[config.mk]
export PLATFORM = sky130hd
export DESIGN_NAME = hilo_ctrl
export DESIGN_NICKNAME = d
export VERILOG_FILES = /design/src/rtl/hilo_ctrl.sv
export SDC_FILE = /design/constraint.sdc
export NUM_CORES = 1
export LEC_CHECK = 0
export ABC_AREA = 1
export CAP_MARGIN = 20
export CORE_MARGIN = 3
export CORE_UTILIZATION = 38
export CTS_BUF_LIST = sky130_fd_sc_hd__clkbuf_16
export CTS_CLUSTER_DIAMETER = 80
export DETAILED_ROUTE_END_ITERATION = 16
export PLACE_DENSITY = 0.76
export SYNTH_ARGS = -nofsm -noshare
export SYNTH_HDL_FRONTEND = slang
export SYNTH_SLANG_ARGS = --single-unit
export TNS_END_PERCENT = 5
[constraint.sdc]
create_clock -name clk -period 1.34 [get_ports clk]
set_clock_uncertainty 0.1 [all_clocks]
set_input_delay 0.268 -clock clk [delete_from_list [all_inputs] [get_ports clk]]
set_output_delay 0.268 -clock clk [all_outputs]
set_load 0.005 [all_outputs]
[src/rtl/hilo_ctrl.sv]
// HI/LO controller: launches MULT/MULTU on an external pipelined multiplier, waits out
// its latency while stalling the pipeline, then commits the product into HI/LO.
module hilo_ctrl #(
   parameter int MULT_LATENCY = 5
) (
   input  logic        clk,
   input  logic        reset,
   input  logic        op_valid,
   input  logic [2:0]  op,
   input  logic [31:0] src_a,
   input  logic [31:0] src_b,
   input  logic        flush,
   output logic        busy,
   output logic        done,
   output logic [31:0] mul_a,
   output logic [31:0] mul_b,
   output logic        mul_is_signed,
   input  logic [63:0] mul_hilo,
   output logic [31:0] hi,
   output logic [31:0] lo
);

   localparam int CNT_W = $clog2(MULT_LATENCY + 1);

   localparam logic [2:0] OP_MULT  = 3'd1;
   localparam logic [2:0] OP_MULTU = 3'd2;
   localparam logic [2:0] OP_MTHI  = 3'd3;
   localparam logic [2:0] OP_MTLO  = 3'd4;

   typedef enum logic {
      IDLE,
      MUL_WAIT
   } state_t;

   state_t           state, state_next;
   logic [CNT_W-1:0] cnt, cnt_next;
   logic [31:0]      hi_next, lo_next;
   logic [31:0]      mul_a_next, mul_b_next;
   logic             mul_is_signed_next;
   logic             done_next;
   logic             busy_next;

   always_ff @(posedge clk) begin
      if (reset) begin
         state         <= IDLE;
         cnt           <= '0;
         hi            <= '0;
         lo            <= '0;
         mul_a         <= '0;
         mul_b         <= '0;
         mul_is_signed <= 1'b0;
         done          <= 1'b0;
         busy          <= 1'b0;
      end else begin
         state         <= state_next;
         cnt           <= cnt_next;
         hi            <= hi_next;
         lo            <= lo_next;
         mul_a         <= mul_a_next;
         mul_b         <= mul_b_next;
         mul_is_signed <= mul_is_signed_next;
         done          <= done_next;
         busy          <= busy_next;
      end
   end

   // Operands are only reloaded on acceptance, so they stay stable for the whole wait.
   always_comb begin
      state_next         = state;
      cnt_next           = cnt;
      hi_next            = hi;
      lo_next            = lo;
      mul_a_next         = mul_a;
      mul_b_next         = mul_b;
      mul_is_signed_next = mul_is_signed;
      done_next          = 1'b0;

      case (state)
         IDLE: begin
            if (op_valid && !flush) begin
               case (op)
                  OP_MULT, OP_MULTU: begin
                     mul_a_next         = src_a;
                     mul_b_next         = src_b;
                     mul_is_signed_next = (op == OP_MULT);
                     cnt_next           = CNT_W'(MULT_LATENCY);
                     state_next         = MUL_WAIT;
                  end
                  OP_MTHI: hi_next = src_a;
                  OP_MTLO: lo_next = src_a;
                  default: ;
               endcase
            end
         end
         MUL_WAIT: begin
            if (flush) begin
               cnt_next   = '0;
               state_next = IDLE;
            end else begin
               cnt_next = cnt - CNT_W'(1);
               if (cnt == CNT_W'(1)) begin
                  hi_next    = mul_hilo[63:32];
                  lo_next    = mul_hilo[31:0];
                  done_next  = 1'b1;
                  state_next = IDLE;
               end
            end
         end
         default: state_next = IDLE;
      endcase

      busy_next = (state_next == MUL_WAIT);
   end

endmodule

==> metrics.md <==
| Metric | Value |
|---|---|
| Leakage Power | 4.17 nW |
| Wire length of the first global-routing pass | 32.6 mm |
| Avg Cell Area, Syn | 7.15 sq um |
| # nets final | 1261 |
| Hold Startpoint | reset |
| Comb pwr share | 16.5% |
| Largest net degree at the start of global routing | 62 |
| Startpoint types | register |
| Per-cell routed wire length | 16.0 microns |
| Worst-path cell chain | buf_6, inv_8, nor2_4, nand2_4, nand2_4, clkbuf_16, nand3_1, nand2_1, nor2_1 |
| Layout cells sized above 1 | 31.5% |
| Crit Path Class | register to register |
| Hold-fix buffer count after cts | 0 |
| Final core utilization | 63.4% |
| Top FF cell, synth | dfxtp_1 |
| CTS max path bufs | 2 |
| Worst Hold Class | input pin to register |
| P&R area growth vs syn | 62.7% |
| Synth Area in Simple Gates | 27.3% |
| Pre-antenna DRT Iters | 5 |
| CTS buffer count | 17 |
| Max Clk Rate | 668 MHz |
| DRC violations left | 0 |
| WL final | 21.5 mm |
| R2R Setup Slk | -0.16 ns |
| Top Ports | 266 |
| Warnings, synthesis | 0 |
| Compound-Gate Fraction of Synth Area | 16.8% |
| PortBufs | 265 |
| Critical path fanouts, max | 10 |
| Peak supply drop | 0.901 mV |
| Yosys top cell area share | 44.9% |
| Sequential Power Share | 42.4% |
| Internal cell power | 0.00725 W |
| Routed vias | 6736 |
| Top cells by area, synth | dfxtp_1, a21oi_1, nand3_1 |
| RSZ-0062 raised after global routing | yes |
| Post-route ant nets | 0 |
| Largest family of logic cells by synthesized area | simple AND/OR/NAND/NOR gates |
| Hold path cells | 3 |
| Register area share after synthesis | 44.9% |
| Failing checks | setup timing |
| Initial Util | 39.0% |
| Slowest-stage cell, CP | dfxtp_4 |
| Setup-failing EPs final | 134 |
| # diodes | 0 |
| Final period util | 112% |
| Fin Hold WS | 0.182 ns |
| Most frequent cell after synthesis | a21oi_1 |
| Clock latency on the worst-skew pair | 0.41 ns |
| Crit path buf inv count | 3 |
| Critical Path Max Stage Delay | 0.36 ns |
| Die height | 131 microns |
| CTS tree | done |
| Distinct cell type count after synthesis | 20 |
| Tmin final | 1.50 ns |
| Core Rows | 45 |
| Asr flop ratio synth | 0% |
| Root Driver | clkbuf_16 |
| Setup TNS | -14.72 ns |
| Netlist Area Pre-Place | 5970 sq um |
| EDFF count, synth | 0 |
| Gpl congestion | 0.834 |
| CTS H-tree depth | 4 |
| Vias in the first global route | 6130 |
| Multiplexer area fraction after synthesis | 0% |
| Actual slew at the worst max-slew pin | 0.292 ns |
| Hold Path End | mul_a[18]$_SDFFE_PP0P_ |
| Reg2Reg Depth | 9 |
| Most used cell, CP | nand2_4 |
| Synth cell count leaders | a21oi_1, nand2_1, dfxtp_1 |
| Crit path max-delay family | simple AND/OR/NAND/NOR gates |
| RR Startpoint | state$_SDFF_PP0_ |
| Worst r2r dst | lo[19]$_SDFFE_PP0P_ |
| Final worst-path setup slack | -0.157 ns |
| Post-Synth XOR/XNOR Area | 0% |
| Die width | 131 microns |
| Die ar. | 17300 sq um |
| Number of max-cap violations | 0 |
| GRT Overall Usage | 23.1% |
| Power density cells | 1010 nW/um^2 |
| Gr ovfl total | 0 |
| Core area | 15300 sq um |
| Switching share of power | 26.1% |
| Outcome | complete, but fails checks |
| CP Capture Type | register |
| Fin. Hold Viols | 0 |
| Power share of the clock group | 41.0% |
| Sink Count | 134 |
| Yosys reg bits | 134 |
| Max_slew headroom | 80.5% |
| Via density per instance | 5.00 |
| Synth Area in Adders | 0.419% |
| Largest area contributor in the netlist | dfxtp_1 |
| Synthesized instance count | 835 |
| Req. time, crit path | 1.54 ns |
| Slew Limit Fails | 0 |
| Clk pin slew, worst setup/hold paths | 0.06 ns |
| NetSw | 0.00256 W |
| Initial antenna violation count | 0 |
| Tot Pwr | 0.00980 W |
| HPWL Detailed | 14.4 mm |
| Arrival time at the worst endpoint | 1.69 ns |
| Iteration-0 DRC Markers | 401 |
| Synth Net Count | 972 |
-- state kept, by name (all words and copies together) (netlist names) --
| name | flops |
|---|---|
| mul_is_signed | 1 |
| done | 1 |
| mul_a | 32 |
| lo | 32 |
| state | 1 |
| hi | 32 |
| cnt | 3 |
| mul_b | 32 |
-- power by group through the flow --
| stage | logic, W | clock network (W) | registers [W] |
|---|---|---|---|
| after floorplan | 0.000658 | 0 | 0.00424 |
| after global placement | 0.00155 | 0 | 0.00423 |
| after detailed placement | 0.00156 | 0 | 0.00423 |
| after CTS | 0.00157 | 0.00409 | 0.00415 |
| after global routing | 0.00175 | 0.00427 | 0.00417 |
| final | 0.00162 | 0.00402 | 0.00416 |
-- cell type report --
type,count,area [sq um]
Clock buffer,17,425
Multi-Input combinational cell,586,2850
Inverter,44,183
Clock inverter,13,72.6
Tap cell,211,264
Fill cell,1384,5600
Timing Repair Buffer,341,3120
Sequential cell,134,2800
-- cells in the final DEF (no fill, tap or decap), types with 10 or more instances in the layout --
cell type        instances
inv_1                   40
buf_2                   74
a21oi_2                 15
buf_4                   41
clkbuf_2                30
clkbuf_16               22
buf_12                  20
clkdlybuf4s15_2         14
clkdlybuf4s15_1         10
nor2_1                  95
dfxtp_2                 86
nand3_1                127
nand2_1                136
clkdlybuf4s50_1        132
a21oi_1                183
dfxtp_1                 46
-- cells by family (layout without fill, tap and decap cells) --
family | count (synthesis) | in the layout
fa+ha+maj | 2 | 2
buf+inv | 116 | 415
compound gates | 200 | 200
simple gates | 383 | 384
flops | 134 | 134
-- metrics by stage --
step / std cells / area, sq um / setup WS (ns)
6_report: 1346 / 9720 / -0.157
5_1_grt: 1346 / 9720 / -0.224
4_1_cts: 1341 / 9830 / -0.163
3_5_place_dp: 1308 / 9220 / -0.528
3_3_place_gp: 1308 / 9220 / -0.508
2_1_floorplan: 835 / 6010 / -0.0251
-- tightest hold or removal path, cell delays in order --
cell and delay, ns:
buf_2 0.15, buf_4 0.18, a21oi_1 0.05
-- worst max-delay path by stage --
stage,startpoint,endpoint,slack (ns),cells past startpoint
after floorplan,state$_SDFF_PP0_,hi[25]$_SDFFE_PP0P_,-0.03,10
after global placement,flush,mul_b[26]$_SDFFE_PP0P_,-0.51,7
after detailed placement,flush,mul_b[26]$_SDFFE_PP0P_,-0.53,7
after CTS,cnt[1]$_SDFFE_PP0P_,hi[18]$_SDFFE_PP0P_,-0.16,10
after global routing,state$_SDFF_PP0_,lo[1]$_SDFFE_PP0P_,-0.22,9
final,state$_SDFF_PP0_,lo[19]$_SDFFE_PP0P_,-0.16,9
-- routing by layer --
layer  up-vias  global-route usage, %  part of all wire (%)
li1       3354                      -                     -
met1      3102                   29.3                    43
met2       256                   37.9                    48
met3        24                   7.08                   7.9
met4         0                   6.83                   1.4
met5         -                      0                     0
-- repair_timing --
item	CTS	global route
setup buffers	1	0
cloned	2	5
resized for setup	437	159
pin swaps	2	6
endpoints found under the setup margin	260	227
Power figures use the tool's default switching activity.
